<file path="config.mk">
export PLATFORM = sky130hd
export DESIGN_NAME = input_debouncer
export DESIGN_NICKNAME = d
export VERILOG_FILES = /design/src/rtl/debounce_pkg.sv /design/src/rtl/input_debouncer_sync_chain.sv /design/src/rtl/input_debouncer.sv
export SDC_FILE = /design/constraint.sdc
export NUM_CORES = 1
export LEC_CHECK = 0
export ABC_AREA = 1
export BUFFER_PORTS_ARGS = -buffer_cell sky130_fd_sc_hd__buf_2
export CORE_AREA = 2 2 39 41
export CTS_CLUSTER_SIZE = 16
export DETAILED_ROUTE_END_ITERATION = 12
export DIE_AREA = 0 0 41 43
export GPL_ROUTABILITY_DRIVEN = 0
export PLACE_DENSITY = 0.48
export SYNTH_ARGS = -nofsm -noshare
export SYNTH_HDL_FRONTEND = slang
export SYNTH_SLANG_ARGS = --single-unit
</file>
<file path="constraint.sdc">
create_clock -name clk -period 2.41 [get_ports clk]
set_input_delay 0.3615 -clock clk [delete_from_list [all_inputs] [get_ports clk]]
set_output_delay 0.3615 -clock clk [all_outputs]
set_load 0.02 [all_outputs]
</file>
<file path="src/rtl/debounce_pkg.sv">
// Shared types and default parameter values for the input debouncer and its
// synchroniser.
package debounce_pkg;

  typedef enum logic {STABLE, WAIT} db_state_t;

  localparam int SYNC_STAGES_DEF     = 2;
  localparam int DEBOUNCE_CYCLES_DEF = 4;

endpackage

</file>
<file path="src/rtl/input_debouncer_sync_chain.sv">
// Generic multi-flop synchroniser for an asynchronous level; the last stage is
// the clk-domain copy. Reused for other asynchronous inputs.
module sync_chain #(
  parameter int   STAGES    = 2,
  parameter logic RESET_VAL = 1'b0
) (
  input  logic clk,
  input  logic rst_n,
  input  logic d,
  output logic q
);

  logic [STAGES-1:0] chain;

  always_ff @(posedge clk or negedge rst_n) begin
    if (!rst_n) begin
      chain <= {STAGES{RESET_VAL}};
    end else begin
      chain <= {chain[STAGES-2:0], d};
    end
  end

  assign q = chain[STAGES-1];

endmodule

</file>
<file path="src/rtl/input_debouncer.sv">
// Synchronises a raw switch level and commits a change to d_out only after it
// has been stable for DEBOUNCE_CYCLES clocks. Optional DEBOUNCE_EDGE_EN adds
// registered rise/fall pulses aligned with the new d_out.
module input_debouncer
  import debounce_pkg::*;
#(
  parameter int   SYNC_STAGES     = SYNC_STAGES_DEF,
  parameter int   DEBOUNCE_CYCLES = DEBOUNCE_CYCLES_DEF,
  parameter logic RESET_VAL       = 1'b0
) (
  input  logic clk,
  input  logic rst_n,
  input  logic d_in,
  output logic d_out,
  output logic busy
`ifdef DEBOUNCE_EDGE_EN
  ,
  output logic rise_pulse,
  output logic fall_pulse
`endif
);

  localparam int              CW       = $clog2(DEBOUNCE_CYCLES + 1);
  localparam logic [CW-1:0]   CNT_LAST = CW'(DEBOUNCE_CYCLES - 1);
  localparam logic [CW-1:0]   CNT_ONE  = CW'(1);

  db_state_t       state, state_nxt;
  logic [CW-1:0]   cnt, cnt_nxt;
  logic            d_out_nxt;
  logic            sync;
  logic            differ;
  logic            commit;

  sync_chain #(
    .STAGES    (SYNC_STAGES),
    .RESET_VAL (RESET_VAL)
  ) u_sync (
    .clk   (clk),
    .rst_n (rst_n),
    .d     (d_in),
    .q     (sync)
  );

  always_ff @(posedge clk or negedge rst_n) begin
    if (!rst_n) begin
      state <= STABLE;
      cnt   <= '0;
      d_out <= RESET_VAL;
    end else begin
      state <= state_nxt;
      cnt   <= cnt_nxt;
      d_out <= d_out_nxt;
    end
  end

  assign differ = (sync != d_out);

  // A reversal back to d_out in WAIT drops the partial count entirely.
  always_comb begin
    state_nxt = state;
    cnt_nxt   = cnt;
    commit    = 1'b0;
    case (state)
      STABLE: begin
        if (differ) begin
          if (DEBOUNCE_CYCLES == 1) begin
            commit = 1'b1;
          end else begin
            state_nxt = WAIT;
            cnt_nxt   = CNT_ONE;
          end
        end
      end
      WAIT: begin
        if (!differ) begin
          state_nxt = STABLE;
          cnt_nxt   = '0;
        end else if (cnt == CNT_LAST) begin
          commit    = 1'b1;
          state_nxt = STABLE;
          cnt_nxt   = '0;
        end else begin
          cnt_nxt = cnt + CNT_ONE;
        end
      end
      default: begin
        state_nxt = STABLE;
        cnt_nxt   = '0;
      end
    endcase
    d_out_nxt = commit ? sync : d_out;
  end

  always_comb begin
    busy = (state == WAIT);
  end

`ifdef DEBOUNCE_EDGE_EN
  // Registered on the commit edge so each pulse lines up with the new d_out.
  always_ff @(posedge clk or negedge rst_n) begin
    if (!rst_n) begin
      rise_pulse <= 1'b0;
      fall_pulse <= 1'b0;
    end else begin
      rise_pulse <= commit & sync;
      fall_pulse <= commit & ~sync;
    end
  end
`endif

endmodule

</file>
# After elaboration in Yosys (flattened, before gate mapping)
# Cells that the tools add are included.
[word_totals]
reg_bits = 7
in_bits = 3
out_inout_bits = 2
[op_classes]
add_sub_neg = 1
eq_ne = 3
muxes = 11
n_bitwise = 1
[ops]
columns = ["operator", "n"]
rows = [
  ["$mux 3", 3],
  ["$mux 1", 6],
  ["$pmux 3 s2", 1],
  ["$add 3x1->3 const B", 1],
  ["$eq 3x2->1 const B", 1],
  ["$ne 2x2->1 const B", 1],
  ["$pmux 1 s2", 1],
  ["$ne 1x1->1", 1],
  ["$not 1->1", 1],
]

# Longest topological paths before layout
# Gate-level depths: netlist (run 1).
[logic_depth]
ltp_word = 4
depth_mapped = 6
ltp_nobuf = 6

# Modules after synthesis
# A second synthesis (run 1) with hierarchy kept.
[unflattened]
hier_cells = 36
hier_area_um2 = 311.5
[by_module_without_submodules]
columns = ["module", "instances", "cells_per_inst", "area_each_um2", "seq_area_each_um2"]
rows = [
  ["input_debouncer", 1, 34, 261.5, 125.1],
  ["sync_chain", 1, 2, 50.0, 50.0],
]

# Worst setup path after synthesis (run 1)
# No wires, ideal clock.
[synth_timing]
path_type = "register to register"
from = "register cnt[0]"
to = "register d_out"
setup_ps = 127
t_arrival_ps = 814
t_required_ps = 2283
setup_slack_ps = 1469
path_stages_with_launch = 6
period_less_slack_ps = 941
path_cell_list = "dfrtp_1 > ha_1 > nand2_1 > nor2_4 > nand2_1 > o21ai_0"
[synth_via]
elab_chain_len = 4
[synth_rtl]
columns = ["element", "line_no", "text"]
rows = [
  ["start, declared", "input_debouncer.sv:28", "logic [CW-1:0] cnt, cnt_nxt;"],
  ["start signal, assigned", "input_debouncer.sv:51", "cnt <= cnt_nxt;"],
  ["$eq 3x2->1", "input_debouncer.sv:78", "end else if (cnt == CNT_LAST) begin"],
  ["$mux 1", "input_debouncer.sv:78", ""],
  ["$mux 1", "input_debouncer.sv:75", "if (!differ) begin"],
  ["$mux 1", "input_debouncer.sv:63", "case (state)"],
  ["end signal, assigned", "input_debouncer.sv:52", "d_out <= d_out_nxt;"],
  ["end, declared", "input_debouncer.sv:14", "output logic d_out,"],
]
# No other way between the ends.
# A chain may end at the register's enable or synchronous reset.

# Worst setup path in the final report (run 1)
[layout_timing]
from = "register state (netlist: busy)"
to = "output busy"
[layout_lines]
columns = ["element", "line_no", "text"]
rows = [
  ["start, declared", "input_debouncer.sv:27", "db_state_t state, state_nxt;"],
  ["start signal, assigned", "input_debouncer.sv:50", "state <= state_nxt;"],
  ["end, declared", "input_debouncer.sv:15", "output logic busy"],
]
# No word-level cell between the ends.

==> results.tsv, run 1 <==
metric	value	unit
post-synth-top-area-cell	dfrtp_1	
fin_crit	1.22	ns
final_util	28.0	%
crit_fanout	5	
post-cts-setup-buffer-count	0	
syn-instance-count	36	
max_slew_margin	89.0	%
power.total	433	uW
htree_levels	1	
powerDensity	1120	nW/um^2
timing.final.crit_share	50.7	%
hp-class	primary input to flip-flop	
wl_per_cell	7.51	microns
worst_slew_pin_slew	0.164	ns
cts_root_buf	clkbuf_4	
p_leak	0.000210	uW
io_pins	5	
n_antenna_cell	0	
rows	14	
antenna_found_initial	0	
hold_viol_final	0	
via_per_inst	3.77	
first_pass_iters	1	
hp-start	d_in	
yosys_warnings	0	
dp_hpwl	395	microns
slowest_delay	0.42	ns
cp_cell_sequence	buf_2	
r2r_slack	1.40	ns
drt_wl_total	458	microns
required	2.05	ns
cts_hold_buf	1	
start_kind	flip-flop	
layout_common_cells	nand2_1, dfrtp_1, inv_1, nand3_1, buf_2	
yosysUniqueCellTypes	10	
crit_family	flip-flops	
ctsResizeCount	0	
ys_top_cells_by_area	dfrtp_1, nand2_1, nand3_1	
grt_pass1_vias	228	
cts_sinks	7	
clockBufferDepth	2	
end_kind	output port	
die_y	43	microns
grt_max_degree	8	
layout-drive-gt1-share	26.7	%
vdd_drop_max	305	uV
synth_nets	40	
die-area	1760	sq um
final_common_cell	nand2_1	
area_delta_synth_final	24.5	%
fmax	0.818	GHz
cts_tree	built	
rsz0062_at_grt	false	
synth-seq-area-share	56.2	%
overflow	0	
drv_slew	0	
grt_pass1_wl	883	microns
io_buffers	4	
initial_core_util	22.5	%
core	1380	sq um
hold_depth	1	
die_x	41	microns
ys_seq_elements	7	
max_cap_viol_count	0	
grt_usage	8.32	%
insertion_delay	0.24	ns
ant_nets	0	
nets	50	
stdcell_count	61	
r2r_cells	5	
r2r_start	cnt[0]$_DFFE_PN0P_	
drc	0	
arrival	0.86	ns
crit_slowest_cell	dfrtp_1	
syn_avg_cell_area	8.65	sq um
path_buf_inv	1	
drtIter0Drc	0	
finalSetupTns	0	ns
rr_endpoint	d_out$_DFFE_PN0P_	
setup_viol	0	
path_class	flip-flop to output port	
clk_pin_slew	0.05	ns
place_inst	56	
num_vias	230	
min_to	u_sync.chain[0]$_DFF_PN0_	
cts_buffers	3	
skew	0.00148	ns
status	completed	
yosys.area.top_type_share	56.2	%
netlist_area	312	sq um
[cell type report]
cell class,count,area [sq um]
clock buffer,4,26.3
fill,149,996
inverter,6,22.5
multi-input combinational,23,114
sequential,7,175
tap,16,20.0
timing repair buffer,5,30.0
[worst max path at each step]
stage,from,end,cells after the start
final,busy$_DFF_PN0_,busy,1
after global routing,busy$_DFF_PN0_,busy,1
after CTS,busy$_DFF_PN0_,busy,1
after floorplan,cnt[0]$_DFFE_PN0P_,d_out$_DFFE_PN0P_,5
after global placement,cnt[0]$_DFFE_PN0P_,d_out$_DFFE_PN0P_,4
after detailed placement,cnt[0]$_DFFE_PN0P_,d_out$_DFFE_PN0P_,4
[registers in the layout, indices dropped and copies added, names as in the netlist]
register and count:
cnt 3, busy 1, d_out 1, u_sync.chain 2
[kinds of logic after synthesis]
| group | share of synthesized area, % |
|---|---|
| and+or+nand+nor | 30.9 |
| DFF | 56.2 |
| AOI/OAI and AO/OA | 1.60 |
| adders and majority gates | 4.02 |
| buffers and inverters | 7.23 |
[synth_stat cells (all sizes together)]
library cell / number
nand3: 4
o21ai: 1
nand2: 14
dfrtp: 7
ha: 1
inv: 6
nor2: 3
[power by group]
part           total, uW  internal (uW)  switching (uW)  leakage [uW]
sequential           180            152            28.1     0.0000861
combinational        152           53.6            98.6      0.000109
clock                101           62.9            38.2     0.0000150
total                433            269             165      0.000210
[per-stage QoR]
step,setup WS [ns],area [sq um],hold slack [ns]
2_1_floorplan,1.47,312,0.0659
3_3_place_gp,1.38,352,0.197
3_5_place_dp,1.40,352,0.201
4_1_cts,1.18,388,0.209
5_1_grt,1.14,388,0.204
6_report,1.19,388,0.223
[per-layer routing]
metal  share of wire [%]  GRT usage [%]  vias up
li1                    -              -      128
met1                  44           10.3       96
met2                  50           9.38        4
met3                 2.4           3.14        2
met4                 3.1           10.0        0
met5                   0              0        -
(Power assumes the default switching activity.)
==> inputs of run 2 (changes only) <==
ABC_AREA = 0   (was 1)
PLACE_DENSITY = 0.46   (was 0.48)
clock period = 1.26 ns   (was 2.41 ns; I/O delays follow)
==> run 2 against run 1 <==
Worst setup slack worse by 1.1 ns. Critical path type is now flip-flop to flip-flop. Sequential cell count unchanged. Largest power group unchanged. Critical path depth up 3. Largest cell class unchanged. Highest routed layer is now met3. Non-clock buffer count up 1. Clock skew about the same. Clock power up 100%.
==> results.tsv, run 2 <==
metric	value	unit
status	completed	
ys_seq_elements	7	
via_per_inst	4.10	
hold_viol_final	0	
io_pins	5	
grt_pass1_vias	206	
crit_slowest_cell	dfrtp_1	
netlist_area	287	sq um
n_antenna_cell	0	
cts_buffers	3	
rows	14	
stdcell_count	48	
fmax	0.831	GHz
clk_pin_slew	0.05	ns
yosysUniqueCellTypes	12	
grt_max_degree	9	
grt_pass1_wl	786	microns
yosys-top-cells-count	dfrtp_1, nand2_1, a21oi_1	
path_buf_inv	0	
ys_top_cells_by_area	dfrtp_1, xnor2_2, nand2_1	
p_leak	0.000169	uW
r2r_cells	4	
grt_usage	6.91	%
setup_viol	0	
synth_nets	26	
r2r_start	cnt[0]$_DFFE_PN0P_	
core	1380	sq um
antenna_found_initial	0	
slowest_delay	0.38	ns
io_buffers	4	
finalSetupTns	0	ns
synth-seq-area-share	61.1	%
end_kind	flip-flop	
overflow	0	
post-cts-setup-buffer-count	0	
powerDensity	2300	nW/um^2
layout_common_cells	dfrtp_1, nand2_1, buf_2	
max_cap_viol_count	0	
yosys.area.top_type_share	61.1	%
post-synth-top-area-cell	dfrtp_1	
final_common_cell	dfrtp_1	
rsz0062_at_grt	false	
post-place-ws	0.0328	ns
setup_ws	0.0572	ns
die_y	43	microns
cts_tree	built	
arrival	1.34	ns
synth-edff-count	0	
fin_area	373	sq um
path_class	flip-flop to flip-flop	
timing.final.crit_share	95.5	%
r2r_slack	0.06	ns
start_kind	flip-flop	
cts_sinks	7	
first_pass_iters	4	
area_delta_synth_final	30.1	%
drt_wl_total	464	microns
drc	0	
cp_cell_sequence	ha_2 > nor2b_4 > nand2_1 > mux2_2	
ant_nets	0	
die-area	1760	sq um
crit_fanout	3	
whs	0.0417	ns
largest_register	cnt	
dp_hpwl	347	microns
clockBufferDepth	2	
insertion_delay	0.25	ns
largest_reg_flops	3	
wl_per_cell	9.67	microns
async_flop_share	100	%
fin_crit	1.20	ns
die_x	41	microns
hp-class	primary input to flip-flop	
skew	0.00112	ns
max_slew_margin	80.5	%
place_inst	43	
top_regs	cnt: 3 flops, u_sync.chain: 2 flops	
drv_slew	0	
place_area	334	sq um
yosys_warnings	0	
initial_core_util	20.7	%
syn_avg_cell_area	13.0	sq um
rr_endpoint	d_out$_DFFE_PN0P_	
cts_root_buf	clkbuf_4	
layout-drive-gt1-share	37.5	%
crit_family	flip-flops	
htree_levels	1	
num_vias	197	
min_to	u_sync.chain[0]$_DFF_PN0_	
synth_ff_type	dfrtp_1	
required	1.39	ns
hold_depth	1	
drtIter0Drc	2	
worst_slew_pin_slew	0.291	ns
vdd_drop_max	744	uV
nets	37	
yosys.cell_count.top_type	dfrtp_1	
syn-instance-count	22	
hp-start	d_in	
-- run 2: power breakdown --
group / total, uW / switching (uW) / internal, uW
sequential: 356 / 67.5 / 289
combinational: 299 / 149 / 149
clock: 202 / 81.1 / 121
-- run 2: layout make-up --
cell class	count	area (sq um)
clock buffer	4	26.3
inverter	1	3.75
multi-input combinational	14	110
fill	141	1010
sequential	7	175
tap	16	20.0
timing repair buffer	6	37.5
-- run 2: how the worst max path moves through the flow --
stage | startpoint | end | slack, ns | cells past startpoint
after detailed placement | cnt[0]$_DFFE_PN0P_ | d_out$_DFFE_PN0P_ | 0.03 | 4
after global placement | cnt[0]$_DFFE_PN0P_ | d_out$_DFFE_PN0P_ | 0.06 | 4
after CTS | cnt[0]$_DFFE_PN0P_ | d_out$_DFFE_PN0P_ | 0.03 | 4
final | cnt[0]$_DFFE_PN0P_ | d_out$_DFFE_PN0P_ | 0.06 | 4
after global routing | cnt[0]$_DFFE_PN0P_ | d_out$_DFFE_PN0P_ | 0.01 | 4
after floorplan | cnt[0]$_DFFE_PN0P_ | d_out$_DFFE_PN0P_ | 0.06 | 4
-- run 2: through the flow --
step	util, %	total power, uW
final	26.9	857
after global routing	26.9	918
after CTS	26.8	874
after detailed placement	24.1	658
after global placement	24.1	640
after floorplan	-	550
-- run 2: what timing repair did --
item                                    4_1_cts  5_1_grt
endpoints found under the setup margin        0        1
endpoints found under the hold margin         7        0
hold buffers                                  1        0
gates resized for setup                       0        1
-- run 2: worst register-to-register path, stage by stage (launching register included) --
cell and delay (ns):
dfrtp_1 0.38, ha_2 0.19, nor2b_4 0.13, nand2_1 0.07, mux2_2 0.32
-- run 2: cells by family after synthesis --
group,synth area share (%)
adder cells (fa/ha/maj),4.37
flip-flops,61.1
AND/OR/NAND/NOR,12.7
XOR/XNOR,5.68
buffers and inverters,1.31
multiplexers,3.93
AO/OA/AOI/OAI,10.9
-- run 2: layer usage --
metal	part of all wire, %	routed length (microns)	global-route usage (%)
met2	51	237	8.13
met4	0	0	8.00
met1	42	197	8.70
met3	6.5	30	2.09
met5	0	0	0
==> inputs of run 3 (changes only) <==
SETUP_SLACK_MARGIN = 0.15   (was default)
==> run 3 against run 2 <==
Fmax is 1.8% higher. Core utilization is 2.2 points higher. Worst setup slack better by 0.021 ns. Routed wire length is 18% higher. Clock power hardly changed. Combinational power is 20% higher. Global-route usage is 2.3 points higher. Sequential power is 5.6% higher. Via count is 1.5% lower. Sequential share of layout area is 3.2 points lower. Clock skew is 0.0069 ns higher.
==> results.tsv, run 3 (same netlist as run 2, synthesis figures left out) <==
metric	value	unit
slowest_delay	0.38	ns
n_antenna_cell	0	
fin_crit	1.18	ns
fill_cells	144	
drtIter0Drc	0	
largest_reg_flops	3	
insertion_delay	0.25	ns
path_class	flip-flop to flip-flop	
antenna_found_initial	0	
grt_usage	9.23	%
drt_wl_total	548	microns
whs	0.0473	ns
start_kind	flip-flop	
num_vias	194	
layout_common_cells	dfrtp_1, buf_2, nand2_1, clkbuf_4, buf_4	
final_common_cell	dfrtp_1	
grt_pass1_wl	938	microns
cts_root_buf	clkbuf_4	
overflow	0	
status	completed	
drv_slew	0	
rows	14	
area_delta_synth_final	40.6	%
crit_family	flip-flops	
top_regs	cnt: 3 flops, u_sync.chain: 2 flops	
powerDensity	2330	nW/um^2
core	1380	sq um
cts_tree	built	
grt_max_degree	9	
timing.final.crit_share	93.8	%
ant_nets	0	
vdd_drop_max	917	uV
nets	38	
max_cap_viol_count	0	
crit_slowest_cell	dfrtp_1	
layout-drive-gt1-share	48.5	%
io_buffers	4	
die-area	1760	sq um
setup_viol	0	
hp-class	primary input to flip-flop	
p_leak	0.000180	uW
rsz0062_at_grt	true	
fmax	0.846	GHz
wl_per_cell	11.2	microns
io_pins	5	
clk_pin_slew	0.05	ns
crit_fanout	2	
grt_pass1_vias	211	
skew	0.00798	ns
max_slew_margin	84.4	%
largest_register	cnt	
arrival	1.31	ns
end_kind	flip-flop	
required	1.39	ns
die_x	41	microns
cts_sinks	7	
htree_levels	1	
cts_buffers	3	
die_y	43	microns
first_pass_iters	1	
via_per_inst	3.96	
worst_slew_pin_slew	0.234	ns
hold_viol_final	0	
finalSetupTns	0	ns
cp_cell_sequence	ha_2 > nor2b_4 > nand2_2 > mux2_4	
initial_core_util	20.7	%
clockBufferDepth	2	
drc	0	
path_buf_inv	0	
==> run 3: what timing repair did <==
action	CTS	global route
pin swaps	1	0
gates cloned	0	0
setup buffers	2	0
hold buffers	1	0
endpoints found under the hold margin	7	0
gates resized for setup	2	2
setup endpoints to repair	2	4
==> run 3: path summary, 6_finish.rpt <==
path | depth (start not counted) | endpoint | slack, ns | startpoint
worst max-delay path | 4 | d_out$_DFFE_PN0P_ | 0.08 | cnt[0]$_DFFE_PN0P_
worst min-delay path | 1 | u_sync.chain[0]$_DFF_PN0_ | 0.05 | d_in
worst max register to register | 4 | d_out$_DFFE_PN0P_ | 0.08 | cnt[0]$_DFFE_PN0P_
worst min register to register | 0 | u_sync.chain[1]$_DFF_PN0_ | 0.35 | u_sync.chain[0]$_DFF_PN0_
max in group asynchronous | 2 | busy$_DFF_PN0_ | 0.79 | rst_n
min in group asynchronous | 2 | cnt[2]$_DFFE_PN0P_ | 0.30 | rst_n
==> run 3: metal layers <==
layer	routed length (microns)	GRT usage [%]	vias to the layer above
met5	0	0	-
met4	8	10.0	0
li1	-	-	98
met3	34	6.28	2
met2	298	10.3	5
met1	207	10.3	89
==> run 3: layout make-up <==
class / count / area (sq um) / share of cell area, %
clock buffer: 4 / 26.3 / 6.52
inverter: 1 / 3.75 / 0.932
multi-input combinational: 14 / 131 / 32.6
sequential: 7 / 176 / 43.8
tap: 16 / 20.0 / 4.97
timing repair buffer: 7 / 45.0 / 11.2
==> run 3: power breakdown <==
part | internal (uW) | switching (uW)
Combinational | 196 | 163
Clock | 121 | 83.5
Sequential | 292 | 84.2
Total | 609 | 330
==> run 3: worst register-to-register path, delay by kind of cell (launching register included) <==
kind	cells	cell delay, ns
mux	1	0.29
fa+ha+maj	1	0.19
flops	1	0.38
simple gates	2	0.19
==> run 3: metrics by stage <==
| step | setup slack [ns] | instance area [sq um] | cells | power [uW] | utilization, % |
|---|---|---|---|---|---|
| CTS | 0.0697 | 388 | 49 | 911 | 28.0 |
| finish | 0.0784 | 403 | 49 | 940 | 29.1 |
| global route | 0.0385 | 403 | 49 | 1030 | 29.1 |
| floorplan | 0.108 | 293 | 22 | 564 | - |
| detailed placement | 0.0374 | 333 | 42 | 651 | 24.1 |
| global placement | 0.0701 | 333 | 42 | 633 | 24.1 |
